[config.mk]
export PLATFORM = sky130hd
export DESIGN_NAME = logistic_orbit_gen_flat
export DESIGN_NICKNAME = d
export VERILOG_FILES = /design/src/rtl/logistic_orbit_gen_pkg.sv /design/src/rtl/logistic_orbit_gen_if.sv /design/src/rtl/logistic_orbit_gen_seq_mul.sv /design/src/rtl/logistic_orbit_gen.sv /design/src/flat_wrapper.sv
export SDC_FILE = /design/constraint.sdc
export NUM_CORES = 1
export LEC_CHECK = 0
export ABC_AREA = 1
export CAP_MARGIN = 10
export CELL_PAD_IN_SITES_DETAIL_PLACEMENT = 2
export CELL_PAD_IN_SITES_GLOBAL_PLACEMENT = 2
export CORE_MARGIN = 2
export CORE_UTILIZATION = 25
export CTS_CLUSTER_DIAMETER = 80
export CTS_CLUSTER_SIZE = 20
export DETAILED_ROUTE_END_ITERATION = 6
export MAX_ROUTING_LAYER = met4
export PLACE_DENSITY = 0.66
export SYNTH_ARGS = -nofsm -noshare
export SYNTH_HDL_FRONTEND = slang
export SYNTH_HIERARCHICAL = 1
export SYNTH_SLANG_ARGS = --single-unit
[constraint.sdc]
create_clock -name clk -period 3.9 [get_ports clk]
set_input_delay 0.78 -clock clk [delete_from_list [all_inputs] [get_ports clk]]
set_output_delay 0.78 -clock clk [all_outputs]
set_load 0.1 [all_outputs]
[src/rtl/logistic_orbit_gen_pkg.sv]
// Shared types and Q-format constants for the logistic-map blocks.
// Also used by the downstream oscillator bank.
package logistic_orbit_gen_pkg;

    localparam int unsigned FRAC_W    = 16;
    localparam int unsigned R_MIN_DEF = 3 << FRAC_W;
    localparam int unsigned R_MAX_DEF = (4 << FRAC_W) - 1;

    typedef enum logic [1:0] {
        ST_IDLE,
        ST_MUL_A,
        ST_MUL_B,
        ST_OUT
    } orbit_st_e;

endpackage

[src/rtl/logistic_orbit_gen_if.sv]
// Iterate stream from the orbit generator to its consumer.
// Valid/ready handshake, one Q0.FRAC iterate per transfer.
interface logistic_orbit_gen_if
    import logistic_orbit_gen_pkg::*;
#(
    parameter int FRAC = FRAC_W
);
    logic            out_valid;
    logic            out_ready;
    logic            out_last;
    logic [FRAC-1:0] x_out;

    modport master (
        output out_valid,
        output out_last,
        output x_out,
        input  out_ready
    );

    modport slave (
        input  out_valid,
        input  out_last,
        input  x_out,
        output out_ready
    );
endinterface

[src/rtl/logistic_orbit_gen_seq_mul.sv]
// Bit-serial shift-add multiplier, LSB-first over b, result (a*b)>>FRAC.
// p_o previews the accumulator after the current step.
module logistic_orbit_gen_seq_mul #(
    parameter int FRAC = 16
) (
    input  logic            clk,
    input  logic            rst_n,
    input  logic            load_i,
    input  logic            step_i,
    input  logic [FRAC+1:0] a_i,
    input  logic [FRAC-1:0] b_i,
    output logic [FRAC+1:0] p_o
);
    localparam int AW = FRAC + 2;

    logic [AW-1:0]   a_q;
    logic [AW-1:0]   acc_q;
    logic [FRAC-1:0] b_q;
    logic [AW:0]     addend;

    // Dropping the LSB each step makes the final value a truncated product.
    assign addend = b_q[0] ? {1'b0, a_q} : '0;
    assign p_o    = AW'(({1'b0, acc_q} + addend) >> 1);

    always_ff @(posedge clk or negedge rst_n) begin
        if (!rst_n) begin
            a_q   <= '0;
            b_q   <= '0;
            acc_q <= '0;
        end else if (load_i) begin
            a_q   <= a_i;
            b_q   <= b_i;
            acc_q <= '0;
        end else if (step_i) begin
            acc_q <= p_o;
            b_q   <= b_q >> 1;
        end
    end
endmodule

[src/rtl/logistic_orbit_gen.sv]
// Logistic-map orbit generator: x <- r*x*(1-x), warm-up, then N_OUT iterates.
// r advances by R_INC after every completed orbit and wraps to R_MIN.
module logistic_orbit_gen
    import logistic_orbit_gen_pkg::*;
#(
    parameter int          FRAC   = FRAC_W,
    parameter int          N_OUT  = 8,
    parameter int          WARMUP = 64,
    parameter int unsigned R_MIN  = R_MIN_DEF,
    parameter int unsigned R_MAX  = R_MAX_DEF,
    parameter int unsigned R_INC  = 2
) (
    input  logic                  clk,
    input  logic                  rst_n,
    input  logic                  start,
    output logic                  busy,
    output logic [FRAC+1:0]       r_out,
    logistic_orbit_gen_if.master  ob
);
    localparam int RW = FRAC + 2;
    localparam int CW = $clog2(FRAC);
    localparam int IW = $clog2(WARMUP + N_OUT + 1);

    localparam logic [RW-1:0]   RMIN  = RW'(R_MIN);
    localparam logic [RW:0]     RMAX  = (RW+1)'(R_MAX);
    localparam logic [RW:0]     RINC  = (RW+1)'(R_INC);
    localparam logic [FRAC-1:0] HALF  = {1'b1, {(FRAC-1){1'b0}}};
    localparam logic [CW-1:0]   CLAST = CW'(FRAC - 1);
    localparam logic [IW-1:0]   IWARM = IW'(WARMUP);
    localparam logic [IW-1:0]   ILAST = IW'(WARMUP + N_OUT - 1);

    orbit_st_e       st_q, st_d;
    logic [CW-1:0]   cnt_q, cnt_d;
    logic [IW-1:0]   it_q, it_d, it_nx;
    logic [FRAC-1:0] x_q, x_d;
    logic [RW-1:0]   r_q, r_d;
    logic            vld_q, vld_d;
    logic            last_q, last_d;

    logic            ld, stp;
    logic [RW-1:0]   ma, mp;
    logic [FRAC-1:0] mb, psat;
    logic [RW:0]     rsum;

    logistic_orbit_gen_seq_mul #(.FRAC(FRAC)) u_mul (
        .clk   (clk),
        .rst_n (rst_n),
        .load_i(ld),
        .step_i(stp),
        .a_i   (ma),
        .b_i   (mb),
        .p_o   (mp)
    );

    assign it_nx = it_q + 1'b1;
    assign psat  = (|mp[RW-1:FRAC]) ? '1 : mp[FRAC-1:0];
    assign rsum  = {1'b0, r_q} + RINC;

    always_ff @(posedge clk or negedge rst_n) begin
        if (!rst_n) begin
            st_q   <= ST_IDLE;
            cnt_q  <= '0;
            it_q   <= '0;
            x_q    <= '0;
            r_q    <= RMIN;
            vld_q  <= 1'b0;
            last_q <= 1'b0;
        end else begin
            st_q   <= st_d;
            cnt_q  <= cnt_d;
            it_q   <= it_d;
            x_q    <= x_d;
            r_q    <= r_d;
            vld_q  <= vld_d;
            last_q <= last_d;
        end
    end

    // ~x stands in for 1-x; the multiplier is reloaded on every phase change.
    always_comb begin
        st_d   = st_q;
        cnt_d  = cnt_q;
        it_d   = it_q;
        x_d    = x_q;
        r_d    = r_q;
        vld_d  = vld_q;
        last_d = last_q;
        ld     = 1'b0;
        stp    = 1'b0;
        ma     = {2'b00, x_q};
        mb     = ~x_q;
        unique case (st_q)
            ST_IDLE: begin
                if (start) begin
                    st_d  = ST_MUL_A;
                    x_d   = HALF;
                    it_d  = '0;
                    cnt_d = '0;
                    ld    = 1'b1;
                    ma    = {2'b00, HALF};
                    mb    = ~HALF;
                end
            end
            ST_MUL_A: begin
                stp   = 1'b1;
                cnt_d = cnt_q + 1'b1;
                if (cnt_q == CLAST) begin
                    st_d  = ST_MUL_B;
                    cnt_d = '0;
                    ld    = 1'b1;
                    ma    = r_q;
                    mb    = mp[FRAC-1:0];
                end
            end
            ST_MUL_B: begin
                stp   = 1'b1;
                cnt_d = cnt_q + 1'b1;
                if (cnt_q == CLAST) begin
                    cnt_d = '0;
                    x_d   = psat;
                    it_d  = it_nx;
                    if (it_nx <= IWARM) begin
                        st_d = ST_MUL_A;
                        ld   = 1'b1;
                        ma   = {2'b00, psat};
                        mb   = ~psat;
                    end else begin
                        st_d   = ST_OUT;
                        vld_d  = 1'b1;
                        last_d = (it_q == ILAST);
                    end
                end
            end
            ST_OUT: begin
                if (ob.out_ready) begin
                    vld_d  = 1'b0;
                    last_d = 1'b0;
                    if (last_q) begin
                        st_d = ST_IDLE;
                        r_d  = (rsum > RMAX) ? RMIN : rsum[RW-1:0];
                    end else begin
                        st_d = ST_MUL_A;
                        ld   = 1'b1;
                    end
                end
            end
        endcase
    end

    always_comb begin
        busy         = (st_q != ST_IDLE);
        r_out        = r_q;
        ob.out_valid = vld_q;
        ob.out_last  = last_q;
        ob.x_out     = x_q;
    end
endmodule
[src/flat_wrapper.sv]
// flat-port wrapper written by rule: the top's interface ports become plain ports
module logistic_orbit_gen_flat import logistic_orbit_gen_pkg::*;
#(
    parameter int          FRAC   = FRAC_W,
    parameter int          N_OUT  = 8,
    parameter int          WARMUP = 64,
    parameter int unsigned R_MIN  = R_MIN_DEF,
    parameter int unsigned R_MAX  = R_MAX_DEF,
    parameter int unsigned R_INC  = 2
)
  (clk, rst_n, start, busy, r_out, ob_out_valid, ob_out_last, ob_x_out, ob_out_ready);
  logistic_orbit_gen_if #(.FRAC(FRAC)) ob_i ();
  input  logic clk;
  input  logic rst_n;
  input  logic start;
  output logic busy;
  output logic [FRAC+1:0] r_out;
  output wire logic [$bits(ob_i.out_valid)-1:0] ob_out_valid;
  output wire logic [$bits(ob_i.out_last)-1:0] ob_out_last;
  output wire logic [$bits(ob_i.x_out)-1:0] ob_x_out;
  input wire logic [$bits(ob_i.out_ready)-1:0] ob_out_ready;
  assign ob_out_valid = ob_i.out_valid;
  assign ob_out_last = ob_i.out_last;
  assign ob_x_out = ob_i.x_out;
  assign ob_i.out_ready = ob_out_ready;
  logistic_orbit_gen #(.FRAC(FRAC), .N_OUT(N_OUT), .WARMUP(WARMUP), .R_MIN(R_MIN), .R_MAX(R_MAX), .R_INC(R_INC)) u_core (.clk(clk), .rst_n(rst_n), .start(start), .busy(busy), .r_out(r_out), .ob(ob_i));
endmodule
Word level (Yosys, flattened, before mapping)
Cells that the tools add are included.

Reduce and logical (&&, ||, !) cells: 13. Bitwise operators: 2. Equality and inequality tests: 10. Add/subtract/negate cells: 4. Order comparisons: 2. Mux-type cells: 48.

Operator list (number): 16-bit two-way mux (11); 18-bit two-way mux (6); 18-bit one-hot mux with 3 select lines (1); 16-bit one-hot mux with 3 select lines (1); 16-bit NOT (2); 16-bit one-hot mux with 2 select lines (1); 18-bit by 19-bit adder with 19-bit output (1); 18-bit by 2-bit adder with 19-bit output (second input constant) (1); 19-bit by 18-bit greater-than comparator with 1-bit output (second input constant) (1); 7-bit two-way mux (2); 7-bit one-hot mux with 2 select lines (1); 1-bit two-way mux (13); 2-bit two-way mux (5); 2-bit nonzero test (5); 4-bit two-way mux (2); 2-bit one-hot mux with 4 select lines (1); 4-bit one-hot mux with 2 select lines (1); 4-bit AND reduction (2); 7-bit by 1-bit adder with 7-bit output (second input constant) (1); 7-bit == test (second input constant) (1); 7-bit <= comparator (second input constant) (1); 2-bit inequality test (second input constant) (3); 3-bit AND reduction (2); 4-bit by 1-bit adder with 4-bit output (second input constant) (1); 9 further kinds (13).

Bits in registers: 101. Output and inout port bits: 37. Input bits: 4. Logic and storage cells: 89.

Logic depth before layout (Yosys ltp)
Gate-level depths: netlist of the first run.

Depth in word-level cells: 9. Gate-level depth with buffers: 26. Mapped depth without buffers: 24.

Hierarchy
Netlist of the first run, hierarchy kept.

Modules (own cells, without submodules): logistic_orbit_gen (instances 1, sequential area each 1203.7 um^2, cells each 517, area an instance 3696.0 um^2); logistic_orbit_gen_seq_mul (instances 1, sequential area each 1301.2 um^2, cells each 438, area an instance 3201.8 um^2).

Worst setup path before layout of the first run
No wires, ideal clock.

Kind: flip-flop to flip-flop. Start: reg u_core.u_mul.b_q[0]. End: reg u_core.u_mul.b_q[7]. Period minus slack after synthesis: 2.965 ns. Data arrival time: 2.828 ns. Library setup time: 0.137 ns. Cell stages (with the launch flop): 26. Data required time: 3.763 ns. Path slack: 0.935 ns. Buffers on the path: 3. Cell sequence: dfrtp_1 -> buf_4 -> clkbuf_1 -> nand2_1 -> inv_1 -> ha_1 -> nand2_2 -> inv_1 -> a21oi_2 -> nand3_2 -> nand2_1 -> nand2_1 -> nand2_1 -> and2_1 -> nor2_1 -> inv_1 -> clkbuf_1 -> nor2_1 -> inv_1 -> nand3_2 -> nand3_1 -> nand2_1 -> nand2_1 -> nand2_1 -> nand2_1 -> o221ai_1.

Word-level cells in the longest chain between the ends: 9. Elaborated cells between the ends (all ways): 10. Those cells by class: add/sub (1); mux (7); bitwise (1); reduce/logical (1).

Ends and longest elaborated chain: start: declaration (line logistic_orbit_gen_seq_mul.sv:18) `logic [FRAC-1:0] b_q;`; start signal: assignment (line logistic_orbit_gen_seq_mul.sv:32) `b_q <= b_i;`; start signal: assignment (line logistic_orbit_gen_seq_mul.sv:36) `b_q <= b_q >> 1;`; 18-bit two-way mux (line logistic_orbit_gen_seq_mul.sv:22) `assign addend = b_q[0] ? {1'b0, a_q} : '0;`; 18-bit by 19-bit adder with 19-bit output (line logistic_orbit_gen_seq_mul.sv:23) `assign p_o = AW'(({1'b0, acc_q} + addend) >> 1);`; via u_core.mp[16] (line logistic_orbit_gen.sv:41) `logic [RW-1:0] ma, mp;`; 2-bit OR reduction (line logistic_orbit_gen.sv:56) `assign psat = (|mp[RW-1:FRAC]) ? '1 : mp[FRAC-1:0];`; 16-bit two-way mux (line logistic_orbit_gen.sv:56); 16-bit NOT (line logistic_orbit_gen.sv:126) `mb = ~psat;`; 16-bit two-way mux (line logistic_orbit_gen.sv:122) `if (it_nx <= IWARM) begin`; 16-bit two-way mux (line logistic_orbit_gen.sv:118) `if (cnt_q == CLAST) begin`; 16-bit one-hot mux with 3 select lines (line logistic_orbit_gen.sv:92) `unique case (st_q)`; via u_core.mb[7] (line logistic_orbit_gen.sv:42) `logic [FRAC-1:0] mb, psat;`; 16-bit two-way mux (line logistic_orbit_gen_seq_mul.sv:30) `end else if (load_i) begin`.

The timed path passes the listed nets, and every way through them passes these cells. A chain may end at the register's enable or synchronous reset.

Worst setup path in the final report of the first run
Start: reg u_core.u_mul.b_q[0]. End: reg u_core.u_mul.b_q[1].

Same word-level chain as after synthesis.

==> results summary, run 1 <==
The flow ran to the end, and the final reports show no timing, DRC or antenna violations. For the worst-skew pair, the clock arrives at the later sink with an insertion delay of approximately 0.37 ns. The layout net count came out at about 1000. By area the synthesized netlist is led by sky130_fd_sc_hd__dfrtp_1, sky130_fd_sc_hd__nand2_1, sky130_fd_sc_hd__inv_1, sky130_fd_sc_hd__ha_1, sky130_fd_sc_hd__nand3_1. The number of primary I/O pins is 41.

The met3 routing resource usage after global routing is 0.02349. Based on the critical path, the design can be clocked at up to 0.2878 GHz. The worst setup path category is reg -> reg.

The final worst clock skew is 0.02031 ns. The number of buffers added to fix hold violations after cts came out at 0. The number of vias per cell came out at between 5 and 6.

The fraction of final layout cells with drive strength greater than 1 is 0.09045. In the post-synthesis netlist, the cell with the most instances is sky130_fd_sc_hd__nand2_1. Measured along the y axis, the die boundary spans roughly 170 um. The placeable core region came out at 27030 um2. In this run the worst hold path is classified as reg -> reg.

The commonest cells after synthesis are sky130_fd_sc_hd__nand2_1, sky130_fd_sc_hd__inv_1, sky130_fd_sc_hd__dfrtp_1. The total number of vias is 6682. The routability-driven placement congestion ratio is 0.8100. The portion of the clock cycle consumed by the worst path in the final layout is 0.8910. The number of maximum-capacitance violations came out at 0. The power per unit of standard cell area came out at 846.3 nW/um2. The area of the mapped netlist is 6898 um2. Yosys printed 6 warnings.

STA classifies the critical path startpoint as a flop. The number of buffers created by CTS is 9. In the synthesized netlist, the number of instances is 955.

The net count after synthesis came out at 984. The first detailed-routing pass ran for 5 iterations. The portion of synthesized cell area occupied by the leading cell type came out at 0.3555.

The arrival time reported for the critical path endpoint is 3.76 ns. The biggest area contributor in the post-synthesis netlist is sky130_fd_sc_hd__dfrtp_1. Of all flip-flops after synthesis, the portion carrying an async set or reset was 1.000. For this run, the leading register cell type out of synthesis is sky130_fd_sc_hd__dfrtp_1.

The worst vdd rail ir drop came out at 0.0003270 V. The number of register bits inferred by synthesis is 100. The initial core utilization came out at 0.2552. The number of slew-limit violations in the final report came to 0. The reported leakage power came out at 0.003905 uW.

STA classifies the critical path endpoint as a flop. TritonCTS built the clock tree. The clock input transition at the sequential cells of the worst setup and hold paths came out at 0.07 ns. The sequential element share of the synthesized area is 0.3631.

The overall fraction of global-route tracks in use came out at 0.1945. The maximum count of clock buffers along a single path is 2. The routed design has 26300 um of wire. The layer flagged by global routing as most heavily used is met2. Entering global routing, the biggest net connects 64 pins.

The number of DRC markers in iteration 0 is ~410. The met2 usage in global routing is 0.3195. After global routing the overflow that remains totals 0. From left edge to right edge, the die measures 170.1 um. The first-pass GRT wire length came out at between 40000 and 50000 um. CTS placed an instance of sky130_fd_sc_hd__clkbuf_16 at the clock tree root.

The number of buffer cells added on primary ports is 39. From synthesis to final layout, the design area changed by 15.93%. The number of sinks driven by the clock tree is 100. In the final routed layout, each cell accounts on average for 19.69 um.

The number of failing hold endpoints at the final stage is 0. The number of antenna diodes in the final layout is 0. For the worst setup path, the data required time is 4.18 ns. In the global route stage, met1 resource usage came out at 0.2609. The slew of the pin with the lowest slew margin came out at 0.9867 ns. In the routed design, unresolved DRC markers number 0. The initial antenna violation count is 0. The final period demand of the worst path is 3.475 ns. The worst-path maximum fanout came out at 19.

The total power consumption of the routed design came out at 6767 uW. The number of cell rows is 60. Setup repair after global routing left no endpoint under its margin. Counting flops with a built-in enable in the synthesized netlist gives 0. Measured against its own limit, the worst slew margin works out to 0.3401. The number of H-tree branching levels came out at 3.

The post-synthesis average cell area is 7.223 um2. The number of global-route vias before repair came to 7349. After synthesis, the netlist uses 57 different library cells. The reg2reg setup slack came out at 0.43 ns. The die footprint came out at approximately 29000 um2.

Setup violations remaining at the end of the flow were counted as 0. After legalization and detailed placement, the total HPWL measured 19330 um. The number of nets with antenna violations after routing is 0. The aggregate negative setup slack is 0 ns. The number of fill cells in the layout came out at 3282.
-- flip-flops by register name, summed over array words and instances, names as in the netlist --
| name | count |
|---|---|
| u_core/cnt_q | 4 |
| u_core/st_q | 2 |
| u_core/it_q | 7 |
| u_core/r_out | 17 |
| u_core/ob.out_valid | 1 |
| u_core/ob.x_out | 16 |
| u_core/u_mul/a_q | 18 |
| u_core/ob.out_last | 1 |
| u_core/u_mul/acc_q | 18 |
| u_core/u_mul/b_q | 16 |
-- critical path: stages, from the launching register on --
cell,delay (ns)
sky130_fd_sc_hd__dfrtp_2,0.56
sky130_fd_sc_hd__nand2_1,0.11
sky130_fd_sc_hd__inv_1,0.04
sky130_fd_sc_hd__ha_1,0.36
sky130_fd_sc_hd__nand2_1,0.13
sky130_fd_sc_hd__nor2_1,0.17
sky130_fd_sc_hd__nand3_1,0.12
sky130_fd_sc_hd__nand3_2,0.13
sky130_fd_sc_hd__nand2_1,0.08
sky130_fd_sc_hd__nand2_1,0.07
sky130_fd_sc_hd__nand2_1,0.07
sky130_fd_sc_hd__and2_1,0.15
sky130_fd_sc_hd__nor2_2,0.20
sky130_fd_sc_hd__clkinvlp_4,0.15
sky130_fd_sc_hd__buf_12,0.17
sky130_fd_sc_hd__nor2_1,0.15
sky130_fd_sc_hd__nand3b_1,0.14
sky130_fd_sc_hd__nand3_1,0.08
sky130_fd_sc_hd__a21oi_1,0.24
sky130_fd_sc_hd__o22ai_1,0.13
sky130_fd_sc_hd__a21oi_1,0.13
-- final cells by class --
type | instances | area, um2 | area share
Sequential cell | 100 | 2506 | 0.3134
Tap cell | 341 | 426.7 | 0.05336
Timing Repair Buffer | 60 | 555.5 | 0.06947
Clock buffer | 9 | 225.2 | 0.02816
Clock inverter | 7 | 72.57 | 0.009075
Multi-Input combinational cell | 692 | 3729 | 0.4663
Inverter | 127 | 481.7 | 0.06024
-- through the flow --
step	std cells	util	hold WS, ns	area, um2	worst slack [ns]
finish	1336	0.2959	0.4818	7996	0.4252
global route	1336	0.2959	0.4987	7996	0.05806
CTS	1335	0.2949	0.4844	7970	0.2001
detailed placement	1319	0.2838	0.4642	7671	0.01704
global placement	1319	0.2838	0.4561	7671	0.09248
floorplan	955	-	0.4417	6898	0.9347
-- worst paths after layout --
kind,from,to,cells past startpoint
max,u_core/u_mul/b_q[0],u_core/u_mul/b_q[1],20
min in group asynchronous,rst_n,u_core/u_mul/acc_q[15],1
min reg2reg,u_core/u_mul/a_q[8],u_core/u_mul/a_q[8],2
min,u_core/u_mul/a_q[8],u_core/u_mul/a_q[8],2
max in group asynchronous,rst_n,u_core/u_mul/b_q[3],2
max reg2reg,u_core/u_mul/b_q[0],u_core/u_mul/b_q[1],20
-- kinds of logic after synthesis --
kind of cell	after synthesis	share of synthesized area
xor+xnor	11	0.01397
fa+ha+maj	25	0.04644
compound gates	194	0.1750
simple gates	461	0.3015
flops	100	0.3631
buf+inv	163	0.09940
other cells	1	0.0005436
-- report_power, final --
| group | switching, uW | internal [uW] | leakage (uW) |
|---|---|---|---|
| combinational | 2960 | 1220 | 0.00247 |
| sequential | 283 | 1370 | 0.00129 |
| clock | 483 | 453 | 0.000146 |
| total | 3720 | 3050 | 0.00391 |
-- placed cells by master (no fill, tap or decap), types with 13 or more instances in the layout --
master	count
sky130_fd_sc_hd__o22ai_1	19
sky130_fd_sc_hd__buf_4	22
sky130_fd_sc_hd__clkdlybuf4s50_1	37
sky130_fd_sc_hd__o211ai_1	15
sky130_fd_sc_hd__a221oi_1	15
sky130_fd_sc_hd__o21ai_0	42
sky130_fd_sc_hd__nand3_1	60
sky130_fd_sc_hd__dfrtp_1	97
sky130_fd_sc_hd__nor2_1	58
sky130_fd_sc_hd__and2_1	20
sky130_fd_sc_hd__ha_1	24
sky130_fd_sc_hd__a21oi_1	59
sky130_fd_sc_hd__inv_1	118
sky130_fd_sc_hd__nand2_1	262
sky130_fd_sc_hd__o221ai_1	13
-- per-layer routing --
metal  share of wire  vias to the layer above  wire length, um
li1                -                     3219                -
met1            0.49                     3356            12920
met2            0.48                       92            12510
met3           0.026                       15              677
met4          0.0076                        0              201
met5               0                        -                0
-- what timing repair did --
item	CTS	global route
buffers inserted	0	1
gates resized for setup	1	2
endpoints found under the setup margin	2	10
pin swaps	0	0
endpoints found under the hold margin	0	0
Power figures use the tool's default switching activity.
==> run 2, diff against run 1 <==
Clock period 3.9 ns to 3.58 ns, I/O delays scaled along.
==> results summary, run 2 (synthesis gave the netlist of run 1 again) <==
The post-route cell area came out at 8124 um2 (+1.6%). The total inserted antenna cells came out at 0 (unchanged). The routability-driven placement congestion ratio was 0.7822 (-3.4%). The reg2reg setup slack came out at 0.27 ns (-0.16 ns). The logic depth of the worst path, buffers included came to 21 (+5.0%). The number of slew-limit violations in the final report is 0 (unchanged).

STA classifies the critical path endpoint as a flop. The number of maximum-capacitance violations is 0 (unchanged). The placeable core region came to 27030 um2 (unchanged). Setup repair after global routing left no endpoint under its margin. The worst hold path belongs to the class in -> async.

The detailed-route wire length per cell is 19.39 um (-1.5%). The worst-path maximum fanout is 18 (-1). The total setup violations reported at the end of the flow is 0 (unchanged).

The total number of vias is 6750 (+1.0%). The maximum clock rate came to 0.3021 GHz (+5.0%). The final worst clock skew is 0.01321 ns (-0.007091 ns). The number of primary I/O pins is 41 (unchanged). The number of vias per cell is 4.985 (-0.33%).

The arrival time reported for the critical path endpoint is 3.59 ns (-0.17 ns). The required time of the critical path came out at 3.86 ns (-0.32 ns). The portion of the clock cycle consumed by the worst path in the final layout came out at 0.9246 (+0.03364). The worst relative slew slack came out at 0.3451 (+0.004972). The area added between synthesis and finish came out at 17.78%.

The number of sinks driven by the clock tree was 100 (unchanged). The number of cells traversed by the worst register-to-register path came out at 21 (+5.0%). The number of buffer cells added on primary ports is 39 (unchanged). The remaining global-route overflow is 0 (unchanged). In the layout the commonest cells are sky130_fd_sc_hd__nand2_1, sky130_fd_sc_hd__inv_1, sky130_fd_sc_hd__dfrtp_1.

The number of cell rows is 60 (unchanged). The maximum count of clock buffers along a single path is 2 (unchanged). The fraction of final layout cells with drive strength greater than 1 came to 0.1303 (+0.03985). The post-route DRC violation count came out at 0 (unchanged). The library cell used as clock root buffer is sky130_fd_sc_hd__clkbuf_16. The critical path goes through buf_12, nand2_1, inv_1, ha_1, nand2_1, nor2_1, nand3_1, nand3_2, nand2_1, nand2_1, nand2_1, and2_1, nor2_2, inv_1, buf_12, nor2_1, nand3b_1, nand3_1, a21oi_1, o22ai_1, a21oi_1. The instance area after placement is 7789 um2 (+1.5%). The setup path with the least slack is of type reg -> reg.

The number of H-tree branching levels is 3 (unchanged). The number of fill cells in the layout is 3237 (-1.4%). STA classifies the critical path startpoint as a flop.

The slew of the pin with the lowest slew margin is 0.9793 ns (-0.007433 ns). TritonCTS built the clock tree. The count of non-filler cells in the finished layout came out at 1354 (+1.3%). Counting stages on the worst path, the most repeated cell is sky130_fd_sc_hd__nand2_1. The overall fraction of global-route tracks in use came to 0.1963 (+0.001739).

The first-pass GRT wire length came out at 42900 um (+1.5%). The critical path's slowest cell is sky130_fd_sc_hd__dfrtp_1. The number of buffers created by CTS is 9 (unchanged). The first element of the critical path is u_core/u_mul/b_q[0]. The delay of the slowest cell on the worst path was 0.41 ns (-0.15 ns). The detailed placement HPWL is 18940 um (-2.0%).

The number of global-route vias before repair was 7507 (+2.1%). The worst vdd rail ir drop was 0.0004306 V (+32%). The origin of the critical flop-to-flop path is u_core/u_mul/b_q[0].

The run finished with clean final reports. The number of failing hold endpoints at the final stage is 0 (unchanged). The power per unit of standard cell area came out at 939.0 nW/um2 (+11%). The endpoint identified for the worst register-to-register timing path is u_core/u_mul/b_q[1].

The die footprint came out at 28940 um2 (unchanged). The clock input transition at the sequential cells of the worst setup and hold paths was 0.08 ns (about the same). The maximum number of pins on one net before global-route repair came out at 101 (+58%).

The layout net count is 1037 (+1.8%). The buffer and inverter count on the worst path is 4 (+1). The initial core utilization is 0.2552 (unchanged).

The total power consumption of the routed design came to 7628 uW (+13%). The vertical extent of the die is 170.1 um (unchanged). Among cell families on the critical path, the largest total delay comes from simple AND/OR/NAND/NOR gates. The number of DRC markers in iteration 0 is 297 (-27%).

The number of detailed-routing iterations run before antenna repair came out at 4 (-1). The later-pin clock latency in the skew report came out at 0.36 ns (about the same). The post-layout utilization of the core is 0.3006 (+0.004722).

The die width is 170.1 um (unchanged). Leaving out fill and tap cells, the most frequent cell in the layout is sky130_fd_sc_hd__nand2_1. The initial antenna violation count is 0 (unchanged). The aggregate negative setup slack is 0 ns (unchanged). The number of nets with antenna violations after routing came out at 0 (unchanged). The wire length reported by the detailed router came out at 26250 um (-0.20%). The reported leakage power came to 0.004071 uW (+4.2%). The final period demand of the worst path came out at 3.310 ns (-0.1647 ns).

The post-CTS setup buffer count came out at 0 (unchanged). The total placed cells including tap cells is 1338 (+1.4%).
[run 2: changes by cell type in the layout (fill, tap and decap cells not counted), moves of 2 or more]
cell	previous run	this run
sky130_fd_sc_hd__clkinv_8	2	0
sky130_fd_sc_hd__buf_12	1	3
sky130_fd_sc_hd__bufinv_16	0	2
sky130_fd_sc_hd__buf_4	22	63
sky130_fd_sc_hd__clkdlybuf4s50_1	37	12
[run 2: worst max path at each step]
stage | slack (ns) | to
after floorplan | 0.61 | u_core/u_mul/b_q[7]
after global placement | 0.32 | u_core/u_mul/b_q[9]
after detailed placement | 0.28 | u_core/u_mul/b_q[1]
after CTS | 0.17 | u_core/u_mul/b_q[1]
after global routing | 0.02 | u_core/u_mul/b_q[9]
final | 0.27 | u_core/u_mul/b_q[1]
[run 2: worst register-to-register path: cells and delay by family, from the launching register on]
family / cells / cell delay, ns
AOI/OAI and AO/OA: 3 / 0.50
adders and majority gates: 1 / 0.37
DFF: 1 / 0.41
buffers and inverters: 4 / 0.48
and+or+nand+nor: 13 / 1.46
[run 2: layout make-up]
type	count	area (um2)	area share
flip-flops and latches	100	2505	0.3083
clock buffers	9	225.2	0.02772
repair buffers	78	653.1	0.08039
multi-input cells	692	3732	0.4594
clock inverters	7	103.9	0.01278
inverters	127	478.0	0.05883
well taps	341	426.7	0.05252
[run 2: timing repair]
item,CTS,global route
setup endpoints to repair,0,8
hold endpoints to repair,0,0
hold buffers,0,0
resized for setup,0,2
[run 2: where the power goes]
group	internal (uW)	total, uW	switching, uW	leakage, uW
Clock	625	1130	508	0.000161
Sequential	1490	1780	284	0.00129
Combinational	1460	4720	3260	0.00262
Total	3580	7630	4050	0.00407
[run 2: routing by layer]
metal	GRT usage	up-vias	wire [um]
li1	-	3249	-
met1	0.2566	3421	12620
met2	0.3294	62	12760
met3	0.01953	18	576
met4	0.04311	0	301
met5	-	-	0
[run 2: metrics by stage]
stage          hold slack (ns)  setup WS (ns)
2_1_floorplan           0.4204         0.6147
3_3_place_gp            0.4611         0.3167
3_5_place_dp            0.4663         0.2767
4_1_cts                 0.4580         0.1717
5_1_grt                 0.4348        0.02026
6_report                0.3893         0.2699
==> run 3, diff against run 2 <==
Settings changed: CORE_ASPECT_RATIO set to 2, CTS_CLUSTER_SIZE 20 to 16.
Clock period 3.58 ns to 3.4 ns, I/O delays scaled along.
==> results summary, run 3 (synthesis gave the netlist of run 1 again) <==
The met2 usage in global routing came out at 0.3429 (+0.01342). The remaining global-route overflow was 0 (unchanged). The die width came out at 121.5 um (-29%).

The slew of the pin with the lowest slew margin came out at 0.7512 ns (-0.2281 ns). The worst vdd rail ir drop is 0.0005835 V (+36%). The number of buffers created by CTS is 9 (unchanged).

The worst setup path is launched from a flop. The met1 track utilization from global routing came out at 0.2457 (-0.01090). The number of detailed-routing iterations run before antenna repair came to 4 (unchanged). The first-pass GRT wire length was 43880 um (+2.3%). The final period demand of the worst path came out at 3.181 ns (-0.1295 ns).

The post-CTS setup buffer count is 0 (unchanged). The layout net count is 1035 (-0.19%). The die footprint is 29020 um2 (+0.28%). The met3 routing resource usage after global routing came out at 0.01908 (-0.0004509). The maximum count of clock buffers along a single path is 2 (unchanged). The area occupied by multi-input gates came out at 3840 um2 (+2.9%). The required time of the critical path is 3.69 ns (-0.17 ns).

The first element of the critical path is u_core/u_mul/b_q[0]. The power per unit of standard cell area is 976.7 nW/um2 (+4.0%). The total setup violations reported at the end of the flow was 0 (unchanged). Following the worst setup path forward leads to its endpoint at u_core/u_mul/b_q[12]. The overall fraction of global-route tracks in use is 0.2029 (+0.006665). The number of cells traversed by the worst register-to-register path is 20 (-4.8%). The fraction of final layout cells with drive strength greater than 1 came out at 0.1583 (+0.02795).

The later-pin clock latency in the skew report is 0.38 ns (+0.02 ns). The startpoint identified for the worst register-to-register timing path is u_core/u_mul/b_q[0]. The tree is rooted in a sky130_fd_sc_hd__clkbuf_16.

The number of buffer cells added on primary ports came out at 39 (unchanged). The number of sinks driven by the clock tree came out at 100 (unchanged). The number of maximum-capacitance violations came out at 0 (unchanged). The number of global-route vias before repair came to 7737 (+3.1%). The number of failing hold endpoints at the final stage came out at 0 (unchanged). The placeable core region came out at 27330 um2 (+1.1%). The number of fill cells in the layout came out at 3222 (-0.46%). The final worst clock skew is 0.007292 ns (-0.005923 ns). The reg2reg setup slack was 0.22 ns (-0.05 ns). TritonCTS built the clock tree.

The number of nets with antenna violations after routing came to 0 (unchanged). The initial antenna violation count is 0 (unchanged). The number of slew-limit violations in the final report came out at 0 (unchanged). The area added between synthesis and finish is 18.05%.

The detailed-route wire length per cell is 20.13 um (+3.8%). The setup path with the least slack is of type reg -> reg. The vertical extent of the die is 238.9 um (+40%). The detailed placement HPWL came out at 20200 um (+6.7%).

The worst-path maximum fanout came out at 9 (-9). The number of cell rows is 86 (+43%). The post-route DRC violation count is 0 (unchanged). The total inserted antenna cells is 0 (unchanged). The worst register-to-register path ends at u_core/u_mul/b_q[12]. The clock input transition at the sequential cells of the worst setup and hold paths came out at 0.07 ns (about the same).

The wire length reported by the detailed router came out at 27430 um (+4.5%). The maximum clock rate came out at 0.3144 GHz (+4.1%). The total power consumption of the routed design is 7953 uW (+4.3%). The reported leakage power was 0.004040 uW (-0.76%).

Leaving out fill and tap cells, the most frequent cell in the layout is sky130_fd_sc_hd__nand2_1. The total number of vias is 6894 (+2.1%). In this run the most used layer during global routing was met2. The maximum number of pins on one net before global-route repair is 70 (-31%). The worst relative slew slack came out at 0.4987 (+0.1536). The capturing element type of the critical path is a flop. The flow ran to the end, and the final reports show no timing, DRC or antenna violations. The sequential standard cell area is 2506 um2 (about the same). Setup repair after global routing could not meet its margin everywhere.

The number of vias per cell came out at 5.058 (+1.5%). The routability-driven placement congestion ratio is 0.8043 (+2.8%). The initial core utilization is 0.2524 (-0.002851). The number of primary I/O pins is 41 (unchanged). The portion of the clock cycle consumed by the worst path in the final layout was 0.9355 (+0.01087). The number of buffers added to fix hold violations after cts is 0 (unchanged). The worst setup slack before clock tree synthesis came out at 0.01265 ns (-0.2640 ns). The post-layout worst setup margin came out at 0.2193 ns (-0.05054 ns). The arrival time reported for the critical path endpoint is 3.47 ns (-0.12 ns). The number of H-tree branching levels was 3 (unchanged). The tightest min-delay check is of the in -> async type. The number of DRC markers in iteration 0 was 236 (-21%). The library cells used most frequently in the layout, excluding fill and tap cells, are sky130_fd_sc_hd__nand2_1, sky130_fd_sc_hd__inv_1, sky130_fd_sc_hd__dfrtp_1.
==> run 3: cell count changes in the layout (fill, tap and decap cells not counted), sizes merged <==
cell and delta:
buf +8, bufinv -2, clkbuf +4, clkdlybuf4s50 -10
clkinv -1, clkinvlp +2, inv -3
==> run 3: worst min path at each step <==
stage / start / to / depth (start not counted)
after floorplan: rst_n / u_core/cnt_q[0] / 0
after global placement: u_core/u_mul/a_q[12] / u_core/u_mul/a_q[12] / 2
after detailed placement: u_core/u_mul/a_q[3] / u_core/u_mul/a_q[3] / 2
after CTS: rst_n / u_core/u_mul/acc_q[11] / 1
after global routing: rst_n / u_core/u_mul/acc_q[10] / 1
final: rst_n / u_core/u_mul/acc_q[11] / 1
==> run 3: power breakdown <==
group | internal [uW] | switching [uW]
Sequential | 1570 | 311
Clock | 557 | 507
Combinational | 1520 | 3490
Total | 3640 | 4310
==> run 3: metal layers <==
layer  wire [um]  vias up
met5           0        -
met4         996        0
met3         463       41
met2       13940      106
met1       12030     3495
li1            -     3252
==> run 3: final cells by class <==
class / count / area share
timing repair buffer: 76 / 0.07222
sequential: 100 / 0.3078
tap: 352 / 0.05409
multi-input combinational: 692 / 0.4716
clock inverter: 3 / 0.002459
inverter: 127 / 0.05870
clock buffer: 13 / 0.03319
==> run 3: timing repair <==
item                                    CTS  global route
pin swaps                                 0             1
resized for setup                         1            31
endpoints found under the setup margin    4            29
endpoints found under the hold margin     0             0
==> run 3: critical path: stages (launching register included) <==
cell                       delay, ns
sky130_fd_sc_hd__dfrtp_2        0.48
sky130_fd_sc_hd__buf_4          0.18
sky130_fd_sc_hd__nand2_1        0.06
sky130_fd_sc_hd__inv_1          0.05
sky130_fd_sc_hd__ha_2           0.30
sky130_fd_sc_hd__nand2_4        0.12
sky130_fd_sc_hd__inv_1          0.06
sky130_fd_sc_hd__a21oi_2        0.18
sky130_fd_sc_hd__nand3_2        0.13
sky130_fd_sc_hd__nand2_1        0.10
sky130_fd_sc_hd__nand3_1        0.09
sky130_fd_sc_hd__and2_1         0.18
sky130_fd_sc_hd__nor2_2         0.11
sky130_fd_sc_hd__inv_1          0.09
sky130_fd_sc_hd__buf_4          0.19
sky130_fd_sc_hd__nor2_1         0.17
sky130_fd_sc_hd__nand3_2        0.10
sky130_fd_sc_hd__and2_1         0.18
sky130_fd_sc_hd__o21ai_1        0.14
sky130_fd_sc_hd__nand2_1        0.08
sky130_fd_sc_hd__o221ai_1       0.09
==> run 3: through the flow <==
step / hold slack [ns] / instance area, um2 / utilization / cells / setup TNS [ns]
after floorplan: 0.3844 / 6898 / - / 955 / 0
after global placement: 0.4622 / 7737 / 0.2831 / 1347 / 0
after detailed placement: 0.4679 / 7737 / 0.2831 / 1347 / 0
after CTS: 0.2802 / 8029 / 0.2938 / 1363 / 0
after global routing: 0.3042 / 8143 / 0.2979 / 1363 / -0.2419
final: 0.2694 / 8143 / 0.2979 / 1363 / 0
